**config.mk**
```make
export PLATFORM = sky130hd
export DESIGN_NAME = rs_decode_sequencer
export DESIGN_NICKNAME = d
export VERILOG_FILES = /design/src/rtl/rs_decode_sequencer.sv
export SDC_FILE = /design/constraint.sdc
export NUM_CORES = 1
export LEC_CHECK = 0
export ABC_AREA = 1
export BUFFER_PORTS_ARGS = -buffer_cell sky130_fd_sc_hd__clkbuf_2
export CORE_ASPECT_RATIO = 0.5
export CORE_MARGIN = 2
export CORE_UTILIZATION = 60
export DETAILED_ROUTE_END_ITERATION = 10
export PLACE_DENSITY_LB_ADDON = 0.1
export SETUP_SLACK_MARGIN = 0.3
export SLEW_MARGIN = 20
export SYNTH_ARGS = -nofsm -noshare
export SYNTH_HDL_FRONTEND = slang
export SYNTH_SLANG_ARGS = --single-unit
```
**constraint.sdc**
```tcl
create_clock -name CLK -period 2.1 [get_ports CLK]
set_input_delay 0.105 -clock CLK [delete_from_list [all_inputs] [get_ports CLK]]
set_output_delay 0.105 -clock CLK [all_outputs]
set_load 0.005 [all_outputs]
```
**src/rtl/rs_decode_sequencer.sv**
```systemverilog
// Control sequencer for the 15/11 Reed-Solomon decoder over GF(16): load/syndrome, Euclid solve,
// Chien/Forney evaluation and corrected-message readout. Holds no GF arithmetic.
module rs_decode_sequencer #(
  parameter int unsigned N           = 15,
  parameter int unsigned K           = 11,
  parameter int unsigned EUC_TIMEOUT = 31,
  parameter int unsigned T           = 2
) (
  input  logic       CLK,
  input  logic       RESET_N,
  input  logic       IN_VALID,
  output logic       IN_READY,
  output logic       SYN_CLR,
  output logic       SYN_EN,
  input  logic       SYN_ZERO,
  output logic       EUC_START,
  input  logic       EUC_DONE,
  input  logic [2:0] ERR_LOC_DEG,
  output logic       CHIEN_LOAD,
  output logic       CHIEN_EN,
  input  logic [2:0] ROOT_CNT,
  output logic       BUF_WR_EN,
  output logic [3:0] BUF_WR_ADDR,
  output logic [3:0] BUF_RD_ADDR,
  output logic       CORR_EN,
  output logic       OUT_VALID,
  input  logic       OUT_READY,
  output logic       OUT_LAST,
  output logic       DEC_FAIL,
  output logic       BUSY
);

  localparam logic [4:0] LastSym = 5'(N - 1);
  localparam logic [4:0] EucLast = 5'(EUC_TIMEOUT - 1);
  localparam logic [3:0] LastOut = 4'(K - 1);
  localparam logic [2:0] MaxDeg  = 3'(T);

  typedef enum logic [6:0] {
    StIdle  = 7'b0000001,
    StLoad  = 7'b0000010,
    StEval  = 7'b0000100,
    StEuc   = 7'b0001000,
    StChien = 7'b0010000,
    StFin   = 7'b0100000,
    StOut   = 7'b1000000
  } state_e;

  state_e     state_q, state_d;
  logic [4:0] sym_cnt_q, sym_cnt_d;
  logic [4:0] cyc_cnt_q, cyc_cnt_d;
  logic [2:0] deg_q, deg_d;
  logic       dec_fail_q, dec_fail_d;
  logic       corr_en_q, corr_en_d;
  logic [3:0] rd_addr_q, rd_addr_d;

  logic in_ready, euc_start, chien_load, chien_en, out_valid;

  always_ff @(posedge CLK or negedge RESET_N) begin
    if (!RESET_N) begin
      state_q    <= StIdle;
      sym_cnt_q  <= '0;
      cyc_cnt_q  <= '0;
      deg_q      <= '0;
      dec_fail_q <= 1'b0;
      corr_en_q  <= 1'b0;
      rd_addr_q  <= '0;
    end else begin
      state_q    <= state_d;
      sym_cnt_q  <= sym_cnt_d;
      cyc_cnt_q  <= cyc_cnt_d;
      deg_q      <= deg_d;
      dec_fail_q <= dec_fail_d;
      corr_en_q  <= corr_en_d;
      rd_addr_q  <= rd_addr_d;
    end
  end

  always_comb begin
    state_d    = state_q;
    sym_cnt_d  = sym_cnt_q;
    cyc_cnt_d  = cyc_cnt_q;
    deg_d      = deg_q;
    dec_fail_d = dec_fail_q;
    corr_en_d  = corr_en_q;
    rd_addr_d  = rd_addr_q;
    in_ready   = 1'b0;
    euc_start  = 1'b0;
    chien_load = 1'b0;
    chien_en   = 1'b0;
    out_valid  = 1'b0;

    unique case (state_q)
      StIdle: begin
        in_ready = 1'b1;
        if (IN_VALID) begin
          sym_cnt_d = 5'd1;
          state_d   = StLoad;
        end
      end
      StLoad: begin
        in_ready = 1'b1;
        if (IN_VALID) begin
          if (sym_cnt_q == LastSym) begin
            sym_cnt_d = '0;
            state_d   = StEval;
          end else begin
            sym_cnt_d = sym_cnt_q + 5'd1;
          end
        end
      end
      StEval: begin
        if (SYN_ZERO) begin
          corr_en_d = 1'b0;
          rd_addr_d = '0;
          state_d   = StOut;
        end else begin
          euc_start = 1'b1;
          cyc_cnt_d = '0;
          state_d   = StEuc;
        end
      end
      StEuc: begin
        // A done pulse on the final timeout cycle still counts as success.
        if (EUC_DONE) begin
          deg_d     = ERR_LOC_DEG;
          cyc_cnt_d = '0;
          rd_addr_d = '0;
          if (ERR_LOC_DEG > MaxDeg) begin
            dec_fail_d = 1'b1;
            state_d    = StOut;
          end else begin
            chien_load = 1'b1;
            state_d    = StChien;
          end
        end else if (cyc_cnt_q == EucLast) begin
          dec_fail_d = 1'b1;
          cyc_cnt_d  = '0;
          rd_addr_d  = '0;
          state_d    = StOut;
        end else begin
          cyc_cnt_d = cyc_cnt_q + 5'd1;
        end
      end
      StChien: begin
        chien_en = 1'b1;
        if (cyc_cnt_q == LastSym) begin
          cyc_cnt_d = '0;
          rd_addr_d = '0;
          state_d   = StFin;
        end else begin
          cyc_cnt_d = cyc_cnt_q + 5'd1;
          rd_addr_d = rd_addr_q + 4'd1;
        end
      end
      StFin: begin
        if (ROOT_CNT == deg_q) begin
          corr_en_d = 1'b1;
        end else begin
          dec_fail_d = 1'b1;
          corr_en_d  = 1'b0;
        end
        rd_addr_d = '0;
        state_d   = StOut;
      end
      StOut: begin
        out_valid = 1'b1;
        if (OUT_READY) begin
          if (rd_addr_q == LastOut) begin
            rd_addr_d  = '0;
            corr_en_d  = 1'b0;
            dec_fail_d = 1'b0;
            state_d    = StIdle;
          end else begin
            rd_addr_d = rd_addr_q + 4'd1;
          end
        end
      end
      default: state_d = StIdle;
    endcase
  end

  assign IN_READY    = in_ready;
  assign SYN_CLR     = (state_q == StIdle);
  assign SYN_EN      = IN_VALID & in_ready;
  assign BUF_WR_EN   = IN_VALID & in_ready;
  assign BUF_WR_ADDR = sym_cnt_q[3:0];
  assign BUF_RD_ADDR = rd_addr_q;
  assign EUC_START   = euc_start;
  assign CHIEN_LOAD  = chien_load;
  assign CHIEN_EN    = chien_en;
  assign CORR_EN     = corr_en_q;
  assign OUT_VALID   = out_valid;
  assign OUT_LAST    = out_valid & (rd_addr_q == LastOut);
  assign DEC_FAIL    = dec_fail_q;
  assign BUSY        = (state_q != StIdle);

endmodule

```
# Word-level counts from Yosys, hierarchy flattened
# Index checks and enable logic that the tools add are counted.
# W data, S select, Z words.
[classes] addsub=3 shifts=0 n_div=0 reduce_logical=13 eq_ne=24 mux=45 n_lt_le_gt_ge=1 mul=0 bitwise=2
[ops] op="$mux W7" n=10
[ops] op="$pmux W7 S7" n=1
[ops] op="$mux W5" n=7
[ops] op="$mux W4" n=6
[ops] op="$pmux W4 S5" n=1
[ops] op="$ne A2 B2 Y1 const B" n=9
[ops] op="$mux W1" n=16
[ops] op="$pmux W5 S3" n=1
[ops] op="$add A5 B1 Y5 const B" n=2
[ops] op="$eq A5 B4 Y1 const B" n=2
[ops] op="$pmux W5 S2" n=1
[ops] op="$reduce_bool A3 Y1" n=3
[ops] op="$reduce_and A4 Y1" n=2
[ops] op="$eq A7 B1 Y1 const B" n=1
[ops] op="$eq A7 B2 Y1 const B" n=1
[ops] op="$eq A7 B3 Y1 const B" n=1
[ops] op="$eq A7 B4 Y1 const B" n=1
[ops] op="$eq A7 B5 Y1 const B" n=1
[ops] op="$eq A7 B6 Y1 const B" n=1
[ops] op="$eq A7 B7 Y1 const B" n=1
[ops] op="$ne A7 B1 Y1 const B" n=1
[ops] op="$reduce_and A7 Y1" n=1
[ops] op="$ne A3 B3 Y1 const B" n=2
[ops] op="$pmux W1 S3" n=2
[ops] op="12 further kinds" n=14
[totals] n_memories=0 latch_bits=0 in_bits=12 ff_bits=26 out_inout_bits=20 ram_bits=0 romBits=0

# Depth between registers and ports, before layout
# Gate-level depths: netlist of run 1.
[logic_depth] ltp_word=4 mapped_depth=11

# Worst setup path before layout of run 1
# OpenSTA, ideal clock, no wires.
[synth_path] path_type="register to register" start="reg state_q[0]" end="reg rd_addr_q[0] (netlist: BUF_RD_ADDR[0])" required_ns=1.983 path_buffers=0 setup_time_ns=0.117 t_arrival_ns=1.267 path_slack_ns=0.716 path_stages_with_launch=10 cell_sequence="dfstp_2 > nor2_2 > nand2_2 > nor2_4 > nand2_4 > nand2_2 > a21oi_4 > nand2_2 > nand2_1 > nand2_1"
[synth_via] elab_chain_len=3 word_cells_on_any_way=11
[synth_lines] item="start, declared" line="48" text="state_e state_q, state_d;"
[synth_lines] item="start signal, assigned" line="60" text="state_q <= StIdle;"
[synth_lines] item="start signal, assigned" line="68" text="state_q <= state_d;"
[synth_lines] item="$eq A7 B4 Y1 (tied with other cells)" line="92" text="unique case (state_q)"
[synth_lines] item="$ne A3 B3 Y1 (no source line) (tied with other cells)"
[synth_lines] item="$reduce_and A4 Y1 (no source line)"
[synth_lines] item="end signal, assigned" line="74" text="rd_addr_q <= rd_addr_d;"
[synth_lines] item="end, declared" line="54" text="logic [3:0] rd_addr_q, rd_addr_d;"
# Several ways; a longest one is shown, not always the timed one.
# A chain may end at the register's enable or synchronous reset.

# Worst setup path after layout of run 1
[layout_path] start="reg state_q[6]" end="out BUF_WR_EN"
[layout_via] elab_chain_len=4 word_cells_on_any_way=5
[layout_lines] item="$eq A7 B1 Y1 / $eq A7 B2 Y1 (equally long branches)" line="92"
[layout_lines] item="$reduce_or A2 Y1 (no source line) *"
[layout_lines] item="$mux W1 *" line="92"
[layout_lines] item="$and A1 B1 Y1 *" line="185" text="assign BUF_WR_EN = IN_VALID & in_ready;"
[layout_lines] item="end, declared" line="22" text="output logic BUF_WR_EN,"
# Every way passes the cells marked *; elsewhere a longest branch is shown, timed or not.

==> metrics.txt, run 1 <==
Placed Cells incl. Taps=311; reg2reg start=state_q[6]$_DFFE_PN0P_; Worst EP arrival=about 1600 ps; WHS=89.6 ps; first-pass GRT wire length=6.58 mm; CTS tree=yes; Total GRT Usage=22.7%; largest family of logic cells by synthesized area=simple AND/OR/NAND/NOR gates; max-slew violation count=0; Cell variety after synth=33; r2r setup slk=~480 ps; setup_tns=0 ps; status=finished clean; Initial DRC Count=71; grt met2 use=40.8%; post-synthesis simple-gate area fraction=approximately two fifths; commonest non-fill, non-tap cell in the layout=nand2_1; Critical Path RT=2000 ps; area delta synth->final=13.6%; share of cells above drive strength 1=between 20 and 30%; critical path capture point type=primary output; Ys Warns=0; Initial DRT Pass Iterations=4; post-CTS sizing=0; clock root cell=clkbuf_8; CTS Buffer Depth=2; Post-DRT Antenna Nets=0; Post-DP Area=just over 2000 sq um; Synth Net Count=roughly 260; VDD IR max=0.654 mV; Num CTS Buffers=3; GRT busiest layer=met2; Clock Latency Late Sink=around 280 ps; post-route design area=about 2100 sq um; Routed WL=3.79 mm; FF-to-FF End=cyc_cnt_q[1]$_DFFE_PN0P_; DPL Wire Length=2.99 mm; clock sink count=26; XOR/XNOR Fraction of Synth Area=3.72%; Synth Cell Area=1880 sq um; Initial Utilization=62.8%; crit path max fanout=8; Reg area=652 sq um; PD cells=945 nW/um^2; drt wl/cell=11.9 um; die width=roughly 83 um; Final period util=between 80% and 90%; Worst-path clk slew=100 ps; Leak=around 1.2 nW; Compound-Gate Fraction of Synth Area=6.72%; die area=3630 sq um; DR vias=1631; Final Net Count=298; RePlAce Congestion=0.916; I/O Buffers=31; Reg2Reg Depth=10; capture point of the worst path=BUF_WR_EN; Post-synth EDFFs=0; endpoints failing setup=0; Most used DFF post-synth=dfrtp_1; FP Rows=14; Synth top area share=33.2%; via-per-instance ratio=between 5 and 6; mean area per synthesized cell=between 7 and 8 sq um; GRT Residual Overflow=0; Synth Instances=245; total core area=3000 sq um; die height=43.6 um; RSZ-0062 raised after global routing=false; n_diodes=0; commonest non-fill, non-tap cells in the layout=63 x nand2_1, 31 x clkbuf_2, 26 x nand3_1; critical setup path kind=register to primary output; synthesis-stage register bit count=26; Max Cap Viol=0; largest net degree at the start of global routing=27; Final Core Density=71.3%; min cycle time layout=roughly 1700 ps; GRT met3 Usage=4.95%; Synth Area in Adders=3.99%; vias in the first global route=1515; measured slew at the worst slew-check pin=675 ps; register area share after synthesis=34.6%; area occupied by multi-input gates=1060 sq um; Worst setup SP type=register; Worst Setup SP=state_q[6]$_DFFE_PN0P_; asr flop ratio synth=between 90% and 100%; Final Hold Viols=0; Slew HR=between 50% and 60%; HP Class=input pin to register; Non-Filler Instances=319; met1 global-route usage=between 20 and 30%; maximum clock rate=591 MHz; Post-route DRC=0; initial antenna violation count=0; area leader, netlist=dfrtp_1; Final Skew=6.50 ps; CTS HTree Levels=1; Fillers=between 200 and 250; Top-Level Pins=32; top post-synthesis cells by area=dfrtp_1 33%, nand2_1 13%, nand3_1 6.9%, inv_1 4.8%, ha_1 4.0%; proportion of synthesized area in mux cells=0%
[state kept, by name, summed over array words and instances, names as in the netlist]
name and flops:
sym_cnt_q 5, cyc_cnt_q 5, DEC_FAIL 1, CORR_EN 1, BUF_RD_ADDR 4, state_q 7
deg_q 3
[Yosys cell counts, types with 4 or more instances]
cell type and n:
buf_4 5, nand2_4 6, dfrtp_1 25, xor2_1 5, nor2_4 6, inv_1 24
nand2_1 63, nor3_1 4, o21ai_1 5, inv_2 10, ha_1 6, nand2_2 9
a21oi_1 7, nand3_1 26, nor2_1 19
[metal layers]
| layer | routed length (um) | share of wire, % | vias up |
|---|---|---|---|
| met5 | 0 | 0 | - |
| met4 | 14 | 0.37 | 0 |
| met3 | 132 | 3.5 | 4 |
| met2 | 1780 | 47 | 20 |
| met1 | 1860 | 49 | 768 |
| li1 | - | - | 839 |
[metrics by stage]
| stage | worst slack (ps) | power (W) |
|---|---|---|
| after floorplan | 716 | 0.00144 |
| after global placement | 540 | 0.00165 |
| after detailed placement | 532 | 0.00167 |
| after CTS | 358 | 0.00200 |
| after global routing | 304 | 0.00219 |
| final | 409 | 0.00202 |
[logic make-up (layout without fill, tap and decap cells)]
logic type | Yosys count | in the layout
adder cells (fa/ha/maj) | 6 | 6
XOR/XNOR | 8 | 8
AO/OA/AOI/OAI | 19 | 19
AND/OR/NAND/NOR | 146 | 146
buffers and inverters | 40 | 74
flip-flops | 26 | 26
[repair_timing]
action	CTS	global route
setup buffers	0	3
hold buffers	1	0
endpoints found under the setup margin	0	2
endpoints found under the hold margin	25	0
[critical path, cell delays in order (launching register included)]
cell      delay (ps)
dfrtp_1          440
inv_2             80
nand2_2           90
nor2_8           150
nand4_4          120
nand2_2          130
nand2_4           90
inv_2             90
clkbuf_2         110
[power by group]
| part | internal (W) | switching, W |
|---|---|---|
| Sequential | 0.000629 | 0.000125 |
| Clock | 0.000168 | 0.000167 |
| Combinational | 0.000356 | 0.000574 |
[final cells by class]
type | count | share of cell area [%]
Multi-Input combinational cell | 179 | 49.6
Timing Repair Buffer | 35 | 8.78
Clock buffer | 4 | 2.58
Inverter | 35 | 6.15
Tap cell | 40 | 2.34
Sequential cell | 26 | 30.5
[worst min-delay path by stage]
stage / from / endpoint / slack, ps / depth (start not counted)
floorplan: RESET_N / BUF_RD_ADDR[0]$_DFFE_PN0P_ / -190 / 0
global placement: RESET_N / BUF_RD_ADDR[0]$_DFFE_PN0P_ / 170 / 1
detailed placement: RESET_N / BUF_RD_ADDR[0]$_DFFE_PN0P_ / 170 / 1
CTS: ERR_LOC_DEG[1] / deg_q[1]$_DFFE_PN0P_ / 90 / 3
global route: ERR_LOC_DEG[2] / deg_q[2]$_DFFE_PN0P_ / 100 / 3
finish: ERR_LOC_DEG[2] / deg_q[2]$_DFFE_PN0P_ / 90 / 3
(Power assumes the default switching activity.)
==> run 2: changes to the inputs <==
--- a/config.mk
+++ b/config.mk
@@ -9,7 +9,7 @@
 export BUFFER_PORTS_ARGS = -buffer_cell sky130_fd_sc_hd__clkbuf_2
 export CORE_ASPECT_RATIO = 0.5
 export CORE_MARGIN = 2
-export CORE_UTILIZATION = 60
+export CORE_UTILIZATION = 51
 export DETAILED_ROUTE_END_ITERATION = 10
 export PLACE_DENSITY_LB_ADDON = 0.1
 export SETUP_SLACK_MARGIN = 0.3
==> constraint.sdc (replaced) <==
create_clock -name CLK -period 1.47 [get_ports CLK]
set_input_delay 0.0735 -clock CLK [delete_from_list [all_inputs] [get_ports CLK]]
set_output_delay 0.0735 -clock CLK [all_outputs]
set_load 0.005 [all_outputs]
==> run 2 against run 1 <==
Net effect:
- the flow now finishes with violations (negative setup slack)
- clock skew is 9.9 ps higher
- die area is 16% higher
- sequential cell count is the same
- global-route usage increased by 0.65 points
- hold slack got worse by 20 ps
- first-iteration DRC count shrank 38%
- via count is 13% higher
- sequential power increased by 37%
- power grew 92%
- critical path type is now register to register
==> metrics.txt, run 2 (synthesized netlist as in run 1, its figures left out) <==
CP max stage delay=430 ps (was 440 ps); total core area=3490 sq um (was 3000 sq um); Initial DRC Count=44 (was 71); Top-Level Pins=32 (unchanged); grt met2 use=44.4% (was 40.8%); met1 global-route usage=29.3% (was 29.2%); area delta synth->final=44.1% (was 13.6%); Post-route DRC=0 (unchanged); Setup WS post-layout=-183 ps (was 409 ps); Clock power frac=12.5% (was 16.6%); critical path capture point type=register (was primary output); Final Core Density=77.7% (was 71.3%); initial antenna violation count=0 (unchanged); worst path cell trace=buf_6 -> nor2_4 -> nand2_4 -> nor2_4 -> nand2_4 -> nand2_4 -> inv_4 -> nor2_1 -> nand3_1 -> nand2_1 (was inv_2 -> nand2_2 -> nor2_8 -> nand4_4 -> nand2_2 -> nand2_4 -> inv_2 -> clkbuf_2); clock sink count=26 (unchanged); I/O Buffers=31 (unchanged); Final period util=112%; measured slew at the worst slew-check pin=282 ps (was 675 ps); n_diodes=0 (unchanged); Hold Crit Start=ERR_LOC_DEG[2] (unchanged); commonest non-fill, non-tap cell in the layout=nand2_1 (unchanged); GRT Residual Overflow=0 (unchanged); Final Skew=16.4 ps (was 6.50 ps); failing checks=negative setup slack; Num CTS Buffers=3 (unchanged); Slew HR=81.2% (was 55.0%); PD cells=1430 nW/um^2 (was 945 nW/um^2); RePlAce Congestion=0.877 (was 0.916); Initial DRT Pass Iterations=4 (unchanged); Worst setup SP type=register (unchanged); CTS HTree Levels=1 (unchanged); commonest non-fill, non-tap cells in the layout=51 x nand2_1, 27 x clkbuf_2, 27 x buf_4 (was 63 x nand2_1, 31 x clkbuf_2, 26 x nand3_1); CTS Buffer Depth=2 (unchanged); Sw Share=43.0% (was 42.9%); die height=47.0 um (was 43.6 um); Worst EP arrival=1860 ps (was 1590 ps); vias in the first global route=1633 (was 1515); endpoints failing setup=30 (was 0); Crit path top cell by count=nand2_4; min cycle time layout=roughly 1700 ps; VDD IR max=0.667 mV (was 0.654 mV); Worst path slowest cell=dfrtp_1 (unchanged); Routed WL=5.04 mm (was 3.79 mm); Largest regs=state_q (7), cyc_cnt_q (5), sym_cnt_q (5) (unchanged); Final Hold Viols=0 (unchanged); FP Rows=15 (was 14); RSZ-0062 raised after global routing=true (was false); maximum clock rate=605 MHz; Max Cap Viol=0 (unchanged); GRT busiest layer=met2 (unchanged); largest net degree at the start of global routing=15 (was 27); share of cells above drive strength 1=50.2% (was 29.7%); Placed Cells incl. Taps=337 (was 311); DR vias=1839 (was 1631); Fillers=250 (was 245); Non-Filler Instances=364 (was 319); DPL Wire Length=3.40 mm (was 2.99 mm); Largest register FFs=7 (unchanged); Post-DRT Antenna Nets=0 (unchanged); status=finished with violations (was finished clean); GRT met3 Usage=5.30% (was 4.95%); largest register by flop count=state_q (unchanged); Critical Path RT=1680 ps (was 2000 ps); Worst-path clk slew=110 ps (was 100 ps); Leak=1.38 nW (was 1.17 nW); Reg power frac=26.5% (was 37.4%); via-per-instance ratio=5.05 (was 5.11); Internal=0.00221 W (was 0.00115 W); Worst Setup SP=state_q[3]$_DFFE_PN0P_ (was state_q[6]$_DFFE_PN0P_); Clock Latency Late Sink=280 ps (about the same); die width=89.9 um (was 83.2 um); crit path max fanout=5 (was 8); die area=4220 sq um (was 3630 sq um); Initial Utilization=53.9% (was 62.8%); Comb pwr share=61.0% (was 46.0%); HP Class=input pin to register (unchanged); max-slew violation count=0 (unchanged); first-pass GRT wire length=7.62 mm (was 6.58 mm); reg2reg start=state_q[3]$_DFFE_PN0P_ (was state_q[6]$_DFFE_PN0P_); Final Net Count=332 (was 298); drt wl/cell=13.8 um (was 11.9 um); clock root cell=clkbuf_8 (unchanged); CTS tree=yes (unchanged); Total GRT Usage=23.3% (was 22.7%); critical setup path kind=register to register (was register to primary output); sw power=0.00166 W (was 0.000866 W)
## run 2: power groups by stage
| stage | Combinational (W) | Clock (W) | Sequential, W |
|---|---|---|---|
| floorplan | 0.00110 | 0 | 0.00107 |
| global placement | 0.00155 | 0 | 0.00104 |
| detailed placement | 0.00160 | 0 | 0.00105 |
| CTS | 0.00203 | 0.000479 | 0.00102 |
| global route | 0.00254 | 0.000511 | 0.00105 |
| finish | 0.00236 | 0.000484 | 0.00103 |
## run 2: metal layers
layer / part of all wire, % / vias up
li1: - / 913
met3: 5.2 / 10
met5: 0 / -
met2: 50 / 58
met4: 1.6 / 0
met1: 43 / 858
## run 2: per-stage QoR
| stage | total power [W] | cell area, sq um | setup TNS, ps | worst slack [ps] | hold WS [ps] |
|---|---|---|---|---|---|
| 6_report | 0.00387 | 2710 | -2960 | -183 | 70.0 |
| 5_1_grt | 0.00410 | 2710 | -5020 | -230 | 66.8 |
| 4_1_cts | 0.00353 | 2500 | -1460 | -117 | 48.0 |
| 3_5_place_dp | 0.00265 | 2240 | -9.79 | -9.79 | -67.0 |
| 3_3_place_gp | 0.00259 | 2240 | -20.4 | -20.4 | -65.2 |
| 2_1_floorplan | 0.00217 | 1950 | 0 | 122 | -222 |
## run 2: worst paths after layout
check / end / cells past startpoint / slack, ps
max: BUF_RD_ADDR[1]$_DFFE_PN0P_ / 10 / -180
min: deg_q[2]$_DFFE_PN0P_ / 3 / 70
max reg2reg: BUF_RD_ADDR[1]$_DFFE_PN0P_ / 10 / -180
min reg2reg: CORR_EN$_DFFE_PN0P_ / 2 / 480
max in group asynchronous: state_q[0]$_DFFE_PN1P_ / 3 / 820
min in group asynchronous: cyc_cnt_q[0]$_DFFE_PN0P_ / 2 / 180
## run 2: worst max-delay path, delay by kind of cell (launching register included)
kind / cells / cell delay [ps]
DFF: 1 / 430
buffers and inverters: 2 / 190
and+or+nand+nor: 8 / 950
## run 2: cell type report
| cell class | count | area, sq um | share of cell area (%) |
|---|---|---|---|
| clock buffer | 4 | 55.1 | 2.03 |
| tap | 51 | 63.8 | 2.35 |
| sequential | 26 | 653 | 24.1 |
| multi-input combinational | 180 | 1310 | 48.2 |
| timing repair buffer | 68 | 485 | 17.9 |
| inverter | 35 | 146 | 5.40 |
## run 2: what timing repair did
action / in CTS / in global routing
hold buffers: 1 / 0
hold endpoints to repair: 25 / 0
buffers inserted: 11 / 10
pin swaps: 18 / 18
endpoints found under the setup margin: 35 / 36
cloned: 0 / 1
gates resized for setup: 31 / 35
==> run 3: changes to the inputs <==
--- a/config.mk
+++ b/config.mk
@@ -11,6 +11,7 @@
 export CORE_MARGIN = 2
 export CORE_UTILIZATION = 51
 export DETAILED_ROUTE_END_ITERATION = 10
+export GPL_TIMING_DRIVEN = 0
 export PLACE_DENSITY_LB_ADDON = 0.1
 export SETUP_SLACK_MARGIN = 0.3
 export SLEW_MARGIN = 20
==> run 3 against run 2 <==
Net effect:
- the run still ends with negative setup slack left
- sequential cell count is the same
- largest power group unchanged
- highest routed layer unchanged
- wire length decreased by 5.3%
- cell count down 2.7%
- combinational power down 6%
- design area is 0.74% lower
==> metrics.txt, run 3 (synthesized netlist as in run 1, its figures left out) <==
failing checks=negative setup slack (unchanged); sw power=0.00166 W (about the same); clock sink count=26 (unchanged); drt wl/cell=13.5 um (was 13.8 um); Internal=0.00226 W (was 0.00221 W); Clock power frac=15.4% (was 12.5%); first-pass GRT wire length=7.56 mm (was 7.62 mm); Post-DRT Antenna Nets=0 (unchanged); Top-Level Pins=32 (unchanged); VDD IR max=0.606 mV (was 0.667 mV); area delta synth->final=43.0% (was 44.1%); worst slack at placement=-58.5 ps (was -9.79 ps); Num CTS Buffers=3 (unchanged); area occupied by multi-input gates=1350 sq um (was 1310 sq um); Final Hold Viols=0 (unchanged); endpoints failing setup=30 (unchanged); die height=47.0 um (unchanged); commonest non-fill, non-tap cell in the layout=nand2_1 (unchanged); Critical Path RT=1690 ps (was 1680 ps); Worst setup SP type=register (unchanged); Routed WL=4.77 mm (was 5.04 mm); Setup WS post-layout=-158 ps (was -183 ps); Sw Share=42.3% (was 43.0%); RSZ-0062 raised after global routing=true (unchanged); Max Cap Viol=0 (unchanged); Comb pwr share=56.4% (was 61.0%); Final Net Count=322 (was 332); total chip power=0.00392 W (was 0.00387 W); DR vias=1772 (was 1839); Largest regs=state_q (7), cyc_cnt_q (5), sym_cnt_q (5) (unchanged); Clock Latency Late Sink=280 ps (about the same); largest register by flop count=state_q (unchanged); vias in the first global route=1641 (was 1633); Largest register FFs=7 (unchanged); die width=89.9 um (unchanged); clock root cell=clkbuf_8 (unchanged); PD cells=1460 nW/um^2 (was 1430 nW/um^2); commonest non-fill, non-tap cells in the layout=43 x nand2_1, 30 x clkbuf_2, 23 x dfrtp_1 (was 51 x nand2_1, 27 x clkbuf_2, 27 x buf_4); Slew HR=55.8% (was 81.2%); Initial DRC Count=71 (was 44); measured slew at the worst slew-check pin=664 ps (was 282 ps); via-per-instance ratio=5.01 (was 5.05); Initial DRT Pass Iterations=4 (unchanged); FP Rows=15 (unchanged); RePlAce Congestion=0.828 (was 0.877); GRT Residual Overflow=0 (unchanged); Reg area=654 sq um (was 653 sq um); Leak=1.34 nW (was 1.38 nW); Final period util=111% (was 112%); largest net degree at the start of global routing=27 (was 15); crit path max fanout=5 (unchanged); critical setup path kind=register to register (unchanged); I/O Buffers=31 (unchanged); n_diodes=0 (unchanged); status=finished with violations (unchanged); Total GRT Usage=23.1% (was 23.3%); Worst-path clk slew=100 ps (was 110 ps); total core area=3490 sq um (unchanged); share of cells above drive strength 1=53.1% (was 50.2%); maximum clock rate=614 MHz (was 605 MHz); CTS tree=yes (unchanged); Final Skew=13.3 ps (was 16.4 ps); Reg power frac=28.2% (was 26.5%); CTS HTree Levels=1 (unchanged); initial antenna violation count=0 (unchanged); min cycle time layout=1630 ps (was 1650 ps); critical path capture point type=register (unchanged); HP Class=input pin to register (unchanged); max-slew violation count=0 (unchanged); die area=4220 sq um (unchanged); CTS Buffer Depth=2 (unchanged); DPL Wire Length=3.08 mm (was 3.40 mm); Post-route DRC=0 (unchanged); Fillers=244 (was 250); Worst EP arrival=1840 ps (was 1860 ps); Initial Utilization=53.9% (unchanged)
## run 3: cell count changes in the layout (fill, tap and decap cells not counted), sizes merged
cell,change
clkbuf,+2
clkinv,+1
buf,-13
bufinv,+1
inv,-1
## run 3: path summary, 6_finish.rpt
| check | to | from | cells past startpoint | slack (ps) |
|---|---|---|---|---|
| max | BUF_RD_ADDR[3]$_DFFE_PN0P_ | state_q[2]$_DFFE_PN0P_ | 10 | -160 |
| min | deg_q[2]$_DFFE_PN0P_ | ERR_LOC_DEG[2] | 3 | 30 |
| max reg2reg | BUF_RD_ADDR[3]$_DFFE_PN0P_ | state_q[2]$_DFFE_PN0P_ | 10 | -160 |
| min reg2reg | CORR_EN$_DFFE_PN0P_ | CORR_EN$_DFFE_PN0P_ | 2 | 480 |
| max in group asynchronous | BUF_RD_ADDR[0]$_DFFE_PN0P_ | RESET_N | 2 | 650 |
| min in group asynchronous | cyc_cnt_q[4]$_DFFE_PN0P_ | RESET_N | 2 | 340 |
## run 3: per-layer routing
layer / GRT usage [%] / vias to the layer above / part of all wire (%)
met3: 5.30 / 4 / 4.4
met5: 0 / - / 0
met1: 28.2 / 839 / 43
li1: - / 892 / -
met4: 5.23 / 0 / 0.59
met2: 44.1 / 37 / 52
## run 3: metrics by stage
stage / utilization [%] / setup TNS, ps / instances / instance area [sq um] / hold slack (ps)
2_1_floorplan: - / 0 / 245 / 1950 / -222
3_3_place_gp: 62.0 / -77.5 / 327 / 2170 / 146
3_5_place_dp: 62.0 / -234 / 327 / 2170 / 136
4_1_cts: 72.6 / -1110 / 352 / 2530 / 31.0
5_1_grt: 77.1 / -4510 / 354 / 2690 / 37.6
6_report: 77.1 / -2150 / 354 / 2690 / 33.0
## run 3: area by class of cell
| class | instances | area share, % |
|---|---|---|
| Clock inverter | 1 | 1.12 |
| Clock buffer | 3 | 1.53 |
| Multi-Input combinational cell | 180 | 50.2 |
| Timing Repair Buffer | 53 | 13.2 |
| Inverter | 35 | 5.72 |
| Tap cell | 51 | 2.37 |
| Sequential cell | 26 | 24.3 |
| Buffer | 5 | 1.53 |
## run 3: what timing repair did
item / 4_1_cts / 5_1_grt
pin swaps: 16 / 18
hold buffers: 1 / 0
buffers inserted: 19 / 2
hold endpoints to repair: 25 / 0
resized for setup: 37 / 40
cloned: 1 / 0
endpoints found under the setup margin: 36 / 37
## run 3: worst max-delay path: stages (launching register included)
cell	delay, ps
dfrtp_1	430
buf_6	140
nor2_4	150
nand2_4	100
nor2_4	220
nand2_4	90
nand2_4	100
inv_4	50
nor2_1	100
nand3_1	100
nand2_1	70
## run 3: power by group through the flow
stage | sequential [W] | clock (W) | combinational, W
global placement | 0.00110 | 0 | 0.00142
finish | 0.00110 | 0.000603 | 0.00221
global route | 0.00113 | 0.000642 | 0.00241
floorplan | 0.00107 | 0 | 0.00110
detailed placement | 0.00111 | 0 | 0.00145
CTS | 0.00108 | 0.000609 | 0.00193
